**config.mk**
```make
export PLATFORM = sky130hd
export DESIGN_NAME = tage_history_ctrl
export DESIGN_NICKNAME = d
export VERILOG_FILES = /design/src/rtl/tage_history_ctrl_pkg.sv /design/src/rtl/tage_history_ctrl_folded_csr.sv /design/src/rtl/tage_history_ctrl.sv
export SDC_FILE = /design/constraint.sdc
export NUM_CORES = 1
export LEC_CHECK = 0
export CELL_PAD_IN_SITES_DETAIL_PLACEMENT = 0
export CELL_PAD_IN_SITES_GLOBAL_PLACEMENT = 1
export CORE_ASPECT_RATIO = 0.6
export CORE_MARGIN = 2
export CORE_UTILIZATION = 54
export CTS_BUF_LIST = sky130_fd_sc_hd__clkbuf_4
export DETAILED_ROUTE_END_ITERATION = 7
export MAX_ROUTING_LAYER = met4
export PLACE_DENSITY_LB_ADDON = 0.1
export SLEW_MARGIN = 20
export SYNTH_ARGS = -nofsm -noshare
export SYNTH_HDL_FRONTEND = slang
export SYNTH_SLANG_ARGS = --single-unit
export TNS_END_PERCENT = 10
```
**constraint.sdc**
```tcl
create_clock -name clk -period 30.6 [get_ports clk]
set_input_delay 6.12 -clock clk [delete_from_list [all_inputs] [get_ports clk]]
set_output_delay 6.12 -clock clk [all_outputs]
set_load 0.01 [all_outputs]
```
**src/rtl/tage_history_ctrl_pkg.sv**
```systemverilog
// Shared types, default geometry and the folded-history update helper
// for the TAGE speculative history controller.
package tage_history_ctrl_pkg;

  // Default predictor geometry
  localparam int GHR_LEN          = 64;
  localparam int TAGE_TABLE_NUM   = 4;
  localparam int TAGE_INDEX_WIDTH = 10;
  localparam int TAGE_TAG_WIDTH   = 8;
  localparam int TAGE_TAG2_WIDTH  = TAGE_TAG_WIDTH - 1;
  localparam int TAGE_HIST_BASE   = 4;
  localparam int TAGE_CKPT_DEPTH  = 8;

  // Widest folded register the helper below can handle
  localparam int FOLD_MAX_W = 32;

  // One in-flight branch snapshot for the default geometry
  typedef struct packed {
    logic [GHR_LEN-1:0]                                ghr;
    logic [TAGE_TABLE_NUM-1:0][TAGE_INDEX_WIDTH-1:0]   csr_idx;
    logic [TAGE_TABLE_NUM-1:0][TAGE_TAG_WIDTH-1:0]     csr_tag;
    logic [TAGE_TABLE_NUM-1:0][TAGE_TAG2_WIDTH-1:0]    csr_tag2;
  } tage_hist_ckpt_t;

  // History length of tagged table t: geometric, capped at the GHR length
  function automatic int hist_len(input int t, input int base, input int ghr_len);
    int l;
    l = base << t;
    return (l > ghr_len) ? ghr_len : l;
  endfunction

  // Shift one bit into a W-bit fold of an L-bit history window.
  // out_bit is the bit leaving the window (ghr[L-1] before the shift);
  // after the rotate it sits at position L mod W, where it is cancelled.
  function automatic logic [FOLD_MAX_W-1:0] fold_update(
    input logic [FOLD_MAX_W-1:0] csr,
    input logic                  new_bit,
    input logic                  out_bit,
    input int unsigned           l,
    input int unsigned           w
  );
    logic [FOLD_MAX_W-1:0] mask;
    logic [FOLD_MAX_W-1:0] rot;
    logic [FOLD_MAX_W-1:0] res;
    mask = (w >= FOLD_MAX_W) ? '1 : ((FOLD_MAX_W'(1) << w) - FOLD_MAX_W'(1));
    rot  = ((csr << 1) | ((csr & mask) >> (w - 1))) & mask;
    res  = rot ^ FOLD_MAX_W'(new_bit) ^ (FOLD_MAX_W'(out_bit) << (l % w));
    return res & mask;
  endfunction

endpackage

```
**src/rtl/tage_history_ctrl_folded_csr.sv**
```systemverilog
// One folded-history register (width W over a history window of L bits)
// with synchronous clear, checkpoint load and single-bit update.
module tage_folded_csr
  import tage_history_ctrl_pkg::*;
#(
  parameter int W = 8,
  parameter int L = 8
) (
  input  logic         clk,
  input  logic         i_clear,
  input  logic         i_load,
  input  logic [W-1:0] i_load_val,
  input  logic         i_update,
  input  logic         i_new_bit,
  input  logic         i_out_bit,
  output logic [W-1:0] o_csr
);

  logic [W-1:0] r_csr;
  logic [W-1:0] w_base;
  logic [W-1:0] w_next;

  // Load (restore) happens first, then the new bit is folded in on top
  always_comb begin
    w_base = i_load ? i_load_val : r_csr;
    w_next = w_base;
    if (i_update) begin
      w_next = W'(fold_update(FOLD_MAX_W'(w_base), i_new_bit, i_out_bit,
                              L, W));
    end
  end

  // Register with clear taking priority over any update
  always_ff @(posedge clk) begin
    if (i_clear) r_csr <= '0;
    else         r_csr <= w_next;
  end

  assign o_csr = r_csr;

endmodule

```
**src/rtl/tage_history_ctrl.sv**
```systemverilog
// Speculative global history and folded-history owner for the TAGE tagged
// tables, with an in-order checkpoint FIFO for misprediction recovery.
module tage_history_ctrl
  import tage_history_ctrl_pkg::*;
#(
  parameter int GHR_LEN     = tage_history_ctrl_pkg::GHR_LEN,
  parameter int NUM_TABLES  = TAGE_TABLE_NUM,
  parameter int INDEX_WIDTH = TAGE_INDEX_WIDTH,
  parameter int TAG_WIDTH   = TAGE_TAG_WIDTH,
  parameter int HIST_BASE   = TAGE_HIST_BASE,
  parameter int CKPT_DEPTH  = TAGE_CKPT_DEPTH
) (
  input  logic                                  clk,
  input  logic                                  rst_n,
  input  logic                                  i_pred_valid,
  input  logic                                  i_pred_taken,
  output logic                                  o_full,
  input  logic                                  i_res_valid,
  input  logic                                  i_res_mispred,
  input  logic                                  i_res_outcome,
  output logic [GHR_LEN-1:0]                    o_ghr,
  output logic [NUM_TABLES*INDEX_WIDTH-1:0]     o_csr_idx,
  output logic [NUM_TABLES*TAG_WIDTH-1:0]       o_csr_tag,
  output logic [NUM_TABLES*(TAG_WIDTH-1)-1:0]   o_csr_tag2,
  output logic [NUM_TABLES*INDEX_WIDTH-1:0]     o_fb_csr_idx,
  output logic [NUM_TABLES*TAG_WIDTH-1:0]       o_fb_csr_tag,
  output logic [NUM_TABLES*(TAG_WIDTH-1)-1:0]   o_fb_csr_tag2,
  output logic [$clog2(CKPT_DEPTH):0]           o_count,
  output logic                                  o_underflow
);

  localparam int PTR_W     = $clog2(CKPT_DEPTH);
  localparam int CNT_W     = PTR_W + 1;
  localparam int TAG2_W    = TAG_WIDTH - 1;
  localparam int IDX_BITS  = NUM_TABLES * INDEX_WIDTH;
  localparam int TAG_BITS  = NUM_TABLES * TAG_WIDTH;
  localparam int TAG2_BITS = NUM_TABLES * TAG2_W;

  typedef struct packed {
    logic [GHR_LEN-1:0]   ghr;
    logic [IDX_BITS-1:0]  csr_idx;
    logic [TAG_BITS-1:0]  csr_tag;
    logic [TAG2_BITS-1:0] csr_tag2;
  } ckpt_t;

  ckpt_t              r_ckpt_mem [CKPT_DEPTH];
  logic [PTR_W-1:0]   r_head;
  logic [PTR_W-1:0]   r_tail;
  logic [CNT_W-1:0]   r_count;
  logic [GHR_LEN-1:0] r_ghr;
  logic               r_underflow;

  logic [IDX_BITS-1:0]  w_csr_idx;
  logic [TAG_BITS-1:0]  w_csr_tag;
  logic [TAG2_BITS-1:0] w_csr_tag2;
  ckpt_t                w_head_ckpt;
  ckpt_t                w_cur_ckpt;

  logic               w_empty;
  logic               w_full;
  logic               w_res_ok;
  logic               w_mispred;
  logic               w_pop;
  logic               w_push;
  logic               w_update;
  logic               w_new_bit;
  logic               w_clear;
  logic [GHR_LEN-1:0] w_base_ghr;

  assign w_clear     = !rst_n;
  assign w_head_ckpt = r_ckpt_mem[r_head];
  assign w_cur_ckpt  = '{ghr: r_ghr, csr_idx: w_csr_idx,
                         csr_tag: w_csr_tag, csr_tag2: w_csr_tag2};

  // Event arbitration: a mispredict squashes any same-cycle push, and a
  // correct resolve frees a slot for a push arriving while full
  always_comb begin
    w_empty    = (r_count == '0);
    w_full     = (r_count == CNT_W'(CKPT_DEPTH));
    w_res_ok   = i_res_valid && !w_empty;
    w_mispred  = w_res_ok && i_res_mispred;
    w_pop      = w_res_ok && !i_res_mispred;
    w_push     = i_pred_valid && !w_mispred && (!w_full || w_pop);
    w_update   = w_push || w_mispred;
    w_new_bit  = w_mispred ? i_res_outcome : i_pred_taken;
    w_base_ghr = w_mispred ? w_head_ckpt.ghr : r_ghr;
  end

  // Speculative GHR: restore from the head snapshot on mispredict, then shift
  always_ff @(posedge clk) begin
    if (!rst_n)        r_ghr <= '0;
    else if (w_update) r_ghr <= GHR_LEN'({w_base_ghr, w_new_bit});
  end

  // Checkpoint FIFO pointers and occupancy; a mispredict empties the FIFO
  always_ff @(posedge clk) begin
    if (!rst_n) begin
      r_head  <= '0;
      r_tail  <= '0;
      r_count <= '0;
    end else if (w_mispred) begin
      r_head  <= r_tail;
      r_count <= '0;
    end else begin
      if (w_push) r_tail <= r_tail + PTR_W'(1);
      if (w_pop)  r_head <= r_head + PTR_W'(1);
      r_count <= r_count + CNT_W'(w_push) - CNT_W'(w_pop);
    end
  end

  // Checkpoint storage holds the pre-update history of each pushed branch
  always_ff @(posedge clk) begin
    if (w_push) r_ckpt_mem[r_tail] <= w_cur_ckpt;
  end

  // Sticky flag for a resolve that found no in-flight branch
  always_ff @(posedge clk) begin
    if (!rst_n)                       r_underflow <= 1'b0;
    else if (i_res_valid && w_empty)  r_underflow <= 1'b1;
  end

  // Three folded registers per tagged table, each over that table's window
  generate
    for (genvar gi = 0; gi < NUM_TABLES; gi++) begin : g_table
      localparam int L_T = hist_len(gi, HIST_BASE, GHR_LEN);

      tage_folded_csr #(.W(INDEX_WIDTH), .L(L_T)) u_csr_idx (
        .clk        (clk),
        .i_clear    (w_clear),
        .i_load     (w_mispred),
        .i_load_val (w_head_ckpt.csr_idx[gi*INDEX_WIDTH +: INDEX_WIDTH]),
        .i_update   (w_update),
        .i_new_bit  (w_new_bit),
        .i_out_bit  (w_base_ghr[L_T-1]),
        .o_csr      (w_csr_idx[gi*INDEX_WIDTH +: INDEX_WIDTH])
      );

      tage_folded_csr #(.W(TAG_WIDTH), .L(L_T)) u_csr_tag (
        .clk        (clk),
        .i_clear    (w_clear),
        .i_load     (w_mispred),
        .i_load_val (w_head_ckpt.csr_tag[gi*TAG_WIDTH +: TAG_WIDTH]),
        .i_update   (w_update),
        .i_new_bit  (w_new_bit),
        .i_out_bit  (w_base_ghr[L_T-1]),
        .o_csr      (w_csr_tag[gi*TAG_WIDTH +: TAG_WIDTH])
      );

      tage_folded_csr #(.W(TAG2_W), .L(L_T)) u_csr_tag2 (
        .clk        (clk),
        .i_clear    (w_clear),
        .i_load     (w_mispred),
        .i_load_val (w_head_ckpt.csr_tag2[gi*TAG2_W +: TAG2_W]),
        .i_update   (w_update),
        .i_new_bit  (w_new_bit),
        .i_out_bit  (w_base_ghr[L_T-1]),
        .o_csr      (w_csr_tag2[gi*TAG2_W +: TAG2_W])
      );
    end
  endgenerate

  assign o_ghr         = r_ghr;
  assign o_csr_idx     = w_csr_idx;
  assign o_csr_tag     = w_csr_tag;
  assign o_csr_tag2    = w_csr_tag2;
  assign o_fb_csr_idx  = w_empty ? '0 : w_head_ckpt.csr_idx;
  assign o_fb_csr_tag  = w_empty ? '0 : w_head_ckpt.csr_tag;
  assign o_fb_csr_tag2 = w_empty ? '0 : w_head_ckpt.csr_tag2;
  assign o_count       = r_count;
  assign o_full        = w_full;
  assign o_underflow   = r_underflow;

endmodule

```
==> qor.txt <==
SETUP PATH
------------------------------------------------------------------------------
Crit path arrival time                                                 5.98 ns
Worst-path cell chain                                             buf_4 -> buf_6 -> buf_6 -> mux4_2 -> mux2i_1 -> nor2_1 -> clkdlybuf4s50_1
RR Startpoint                                                     o_count[2]$_SDFF_PP0_
Critical Path Fanout Max                                                    54
Kind of capture point of the worst setup path                       output pin
Worst endpoint required time                                          24.48 ns
Slack of the worst reg-to-reg path                                    25.82 ns
Number of cells on the worst reg-to-reg path                                 9
Worst path bufs/invs                                                         4
Delay contributed by the slowest stage of the critical path            0.86 ns
Slowest CP cell                                                        dfxtp_4
Endpoint of the most critical register-to-register path           r_ckpt_mem[0][60]$_DFFE_PP_
Startpoint-to-endpoint class of the critical path                   reg -> out
Cell family contributing the most delay on the critical path      buffers and inverters
Startpoint Class                                                     flip-flop
Cell with the most instances on the worst path                           buf_6

CLOCKING
------------------------------------------------------------------------------
Bufs on Longest Clock Path                                                   4
TritonCTS Buffers                                                          352
Buffer count from post-CTS setup fixing                                      0
Clk sink count                                                           1,482
Clock latency reported for the late side of the worst-skew pair        1.25 ns
CTS resizes                                                                  0
Clock Pin Slew Worst Setup and Hold Paths                              0.06 ns
TritonCTS clock tree                                                     built
CTS H-tree lvls                                                              5
Count of hold-fix buffers inserted at cts                                    0
Cell at the root of the clock tree                                    clkbuf_4

MIN PATH
------------------------------------------------------------------------------
Hold Path Class                                                     reg -> reg
Number of cells on the worst hold path                                       2
Hold Crit Endpoint                                                o_underflow$_SDFFE_PN0P_
Start point of the worst hold path                                o_underflow$_SDFFE_PN0P_

SYNTHESIS
------------------------------------------------------------------------------
Number of cells produced by synthesis                                    3,091
Distinct cell type count after synthesis                                    42
Post-synthesis sequential element count                                  1,482
Post-Syn Area per Cell                                              18.6 sq um
Seq/Total Area, Yosys                                                    74.4%
Netlist area before placement                                     0.0574 sq mm
Synthesis warning total                                                      0
Nets in the synthesized netlist                                          3,107

POWER AND IR DROP
------------------------------------------------------------------------------
Part of the total power dissipated in sequential elements                48.8%
Internal Dissipation                                                 0.00394 W
Final Total Pwr                                                      0.00562 W
Logic gate share of total power                                          22.8%
Net switching power figure                                           0.00168 W
Part of the power in the clock network                                   28.4%
Peak supply drop                                                     0.0514 mV
Power density of the placed cells                                 85.0 mW/mm^2
Static leakage power                                                   21.0 nW
Switching power as a share of total power                                29.9%

DETAILED ROUTING
------------------------------------------------------------------------------
Number of DRC violations after detailed-routing iteration 0              3,160
Vias                                                                     31.7k
Number of nets with antenna violations after routing                         0
Routed vias/inst                                                          6.05
1st-pass router iterations                                                   5
Total DRC errors in the routed layout                                        0
Detail-routed net length per standard cell                             27.4 um
Sum of routed wire length over all layers                           144,000 um

TIMING
------------------------------------------------------------------------------
Clock skew after layout                                              0.0553 ns
Setup TNS                                                                 0 ns
Setup repair after global routing missed its margin                         no
Final Slew Violations                                                        0
Worst-case headroom to the max-slew limit                                26.3%
Final clock period utilization by the worst path                         39.5%
Worst Slack Setup Final                                               18.50 ns
Final setup vio count                                                        0
Maximum achievable frequency                                          82.6 MHz
Fin crit period                                                       12.10 ns
Endpoints failing hold                                                       0
Slew at the pin closest to its max-slew limit                          1.11 ns

GLOBAL ROUTING
------------------------------------------------------------------------------
Global Route Usage Sum                                                   27.3%
Wire length of the first global-routing pass                        211,000 um
Remaining global-route overflow                                              0
Largest net degree at the start of global routing                          168
Antenna violations before repair                                             1
Via count of the first global-routing pass                               32.5k

DIE
------------------------------------------------------------------------------
Height of the die                                                       257 um
Initial Util                                                             54.6%
Die area                                                           0.109 sq mm
Top-level port count                                                       277
Die Wd                                                                  425 um
Std cell rows                                                               92
Area of the core                                                   0.105 sq mm

PLACE
------------------------------------------------------------------------------
Final Wtd Congestion                                                     0.766
Placement-stage worst setup slack                                     18.99 ns
Detailed placement HPWL                                              70,900 um
Buffers added on ports                                                     276

RUN STATUS
------------------------------------------------------------------------------
Run status                                                           completed

FINAL LAYOUT
------------------------------------------------------------------------------
Ratio of cells with drive above 1 in the final layout                    25.2%
Fillers                                                                  7,595
Area delta synth->final                                                  15.1%
Nets                                                                     3,575
Utilization after layout                                                 62.8%

FLOW RUN
------------------------------------------------------------------------------
Max-cap violation count                                                      0

worst register-to-register path: cells and delay by family (launching register included):
| family | cells | cell delay (ns) |
|---|---|---|
| fa+ha+maj | 1 | 0.21 |
| buf+inv | 4 | 2.10 |
| flops | 1 | 0.32 |
| simple gates | 4 | 1.69 |
cells in the final DEF (no fill, tap or decap), types with 6 or more instances in the layout:
master and count:
a211oi_1 148, a21oi_1 17, a22oi_1 12, a311oi_1 60, and3_1 84, buf_12 10
buf_4 34, clkbuf_4 566, clkdlybuf4s50_1 276, clkinv_1 46, clkinv_2 9, dfxtp_1 175
diode_2 6, edfxtp_1 1304, ha_1 8, inv_1 11, mux2i_1 122, mux4_2 314
nand2_1 324, nand3_1 15, nor2_1 124, nor2b_1 62, o211ai_1 12, xnor2_1 38
how the worst max path moves through the flow:
| stage | startpoint | end | cells after the start |
|---|---|---|---|
| 2_1_floorplan | i_res_valid | r_ckpt_mem[0][0]$_DFFE_PP_ | 7 |
| 3_3_place_gp | flip-flop | o_fb_csr_idx[0] | 7 |
| 3_5_place_dp | flip-flop | o_fb_csr_idx[0] | 7 |
| 4_1_cts | flip-flop | o_fb_csr_idx[0] | 7 |
| 5_1_grt | flip-flop | o_fb_csr_tag2[24] | 7 |
| 6_report | flip-flop | o_fb_csr_idx[0] | 7 |
flip-flops by register name, indices dropped and copies added (netlist names), named ones only:
signal                    cells
o_underflow                   1
r_tail                        3
g_table.u_csr_tag.o_csr      32
g_table.u_csr_idx.o_csr      40
g_table.u_csr_tag2.o_csr     28
o_ghr                        64
o_count                       4
r_head                        3
r_ckpt_mem                 1304
cell usage after synthesis, drive strengths merged:
library cell	number	area, sq um
edfxtp	1304	39200
or2	1	6.26
mux4	314	7070
inv	12	45.0
dfxtp	178	3560
nor3b	2	15.0
a31oi	6	82.6
and2	1	6.26
o211ai	12	90.1
a22oi	12	90.1
fa	1	20.0
nand4	4	25.0
a211oi	148	1110
a21oi	17	85.1
nor3	5	25.0
nand2	324	1220
xor2	5	43.8
or3b	2	17.5
mux2i	123	1230
nor2	128	483
xnor2	38	333
clkbuf	87	327
nor4	1	6.26
nand2b	2	12.5
a211o	3	26.3
o221ai	3	26.3
o21ai	3	18.8
o21a	1	7.51
nand3	16	80.1
a21o	1	7.51
buf	122	642
ha	8	100
and3	85	532
nor2b	62	388
a311oi	60	526
power groups by stage:
stage	Combinational (W)	Clock [W]	Sequential, W
finish	0.00128	0.00160	0.00274
global route	0.00137	0.00174	0.00277
CTS	0.00130	0.00163	0.00274
detailed placement	0.00129	0	0.00278
global placement	0.00129	0	0.00276
floorplan	0.000723	0	0.00276
cell type report:
class                           count  area [sq um]  area share (%)
Antenna cell                        6          15.0          0.0227
Inverter                           12          52.6          0.0795
Sequential cell                  1482         42700            64.7
Timing Repair Buffer              323          3270            4.94
Clock inverter                     60           236           0.358
Tap cell                         1410          1760            2.67
Clock buffer                      566          4250            6.43
Multi-Input combinational cell   1388         13800            20.8
metal layers:
| layer | part of all wire (%) | track usage [%] |
|---|---|---|
| met5 | 0 | - |
| met4 | 2.7 | 10.5 |
| met3 | 7.5 | 5.68 |
| met2 | 47 | 40.4 |
| met1 | 42 | 37.6 |
kinds of logic after synthesis:
family,share of synthesized area [%]
and+or+nand+nor,4.90
DFF,74.4
muxes,14.5
AOI/OAI and AO/OA,3.61
adders and majority gates,0.209
buffers and inverters,1.76
xor gates and xnor gates,0.656
through the flow:
| step | instances | hold WS, ns | instance area (sq um) |
|---|---|---|---|
| 2_1_floorplan | 3091 | 0.468 | 57400 |
| 3_3_place_gp | 4614 | 0.468 | 61600 |
| 3_5_place_dp | 4615 | 0.491 | 61600 |
| 4_1_cts | 5241 | 0.507 | 66100 |
| 5_1_grt | 5242 | 0.542 | 66100 |
| 6_report | 5247 | 0.501 | 66100 |
(Power assumes the default switching activity.)
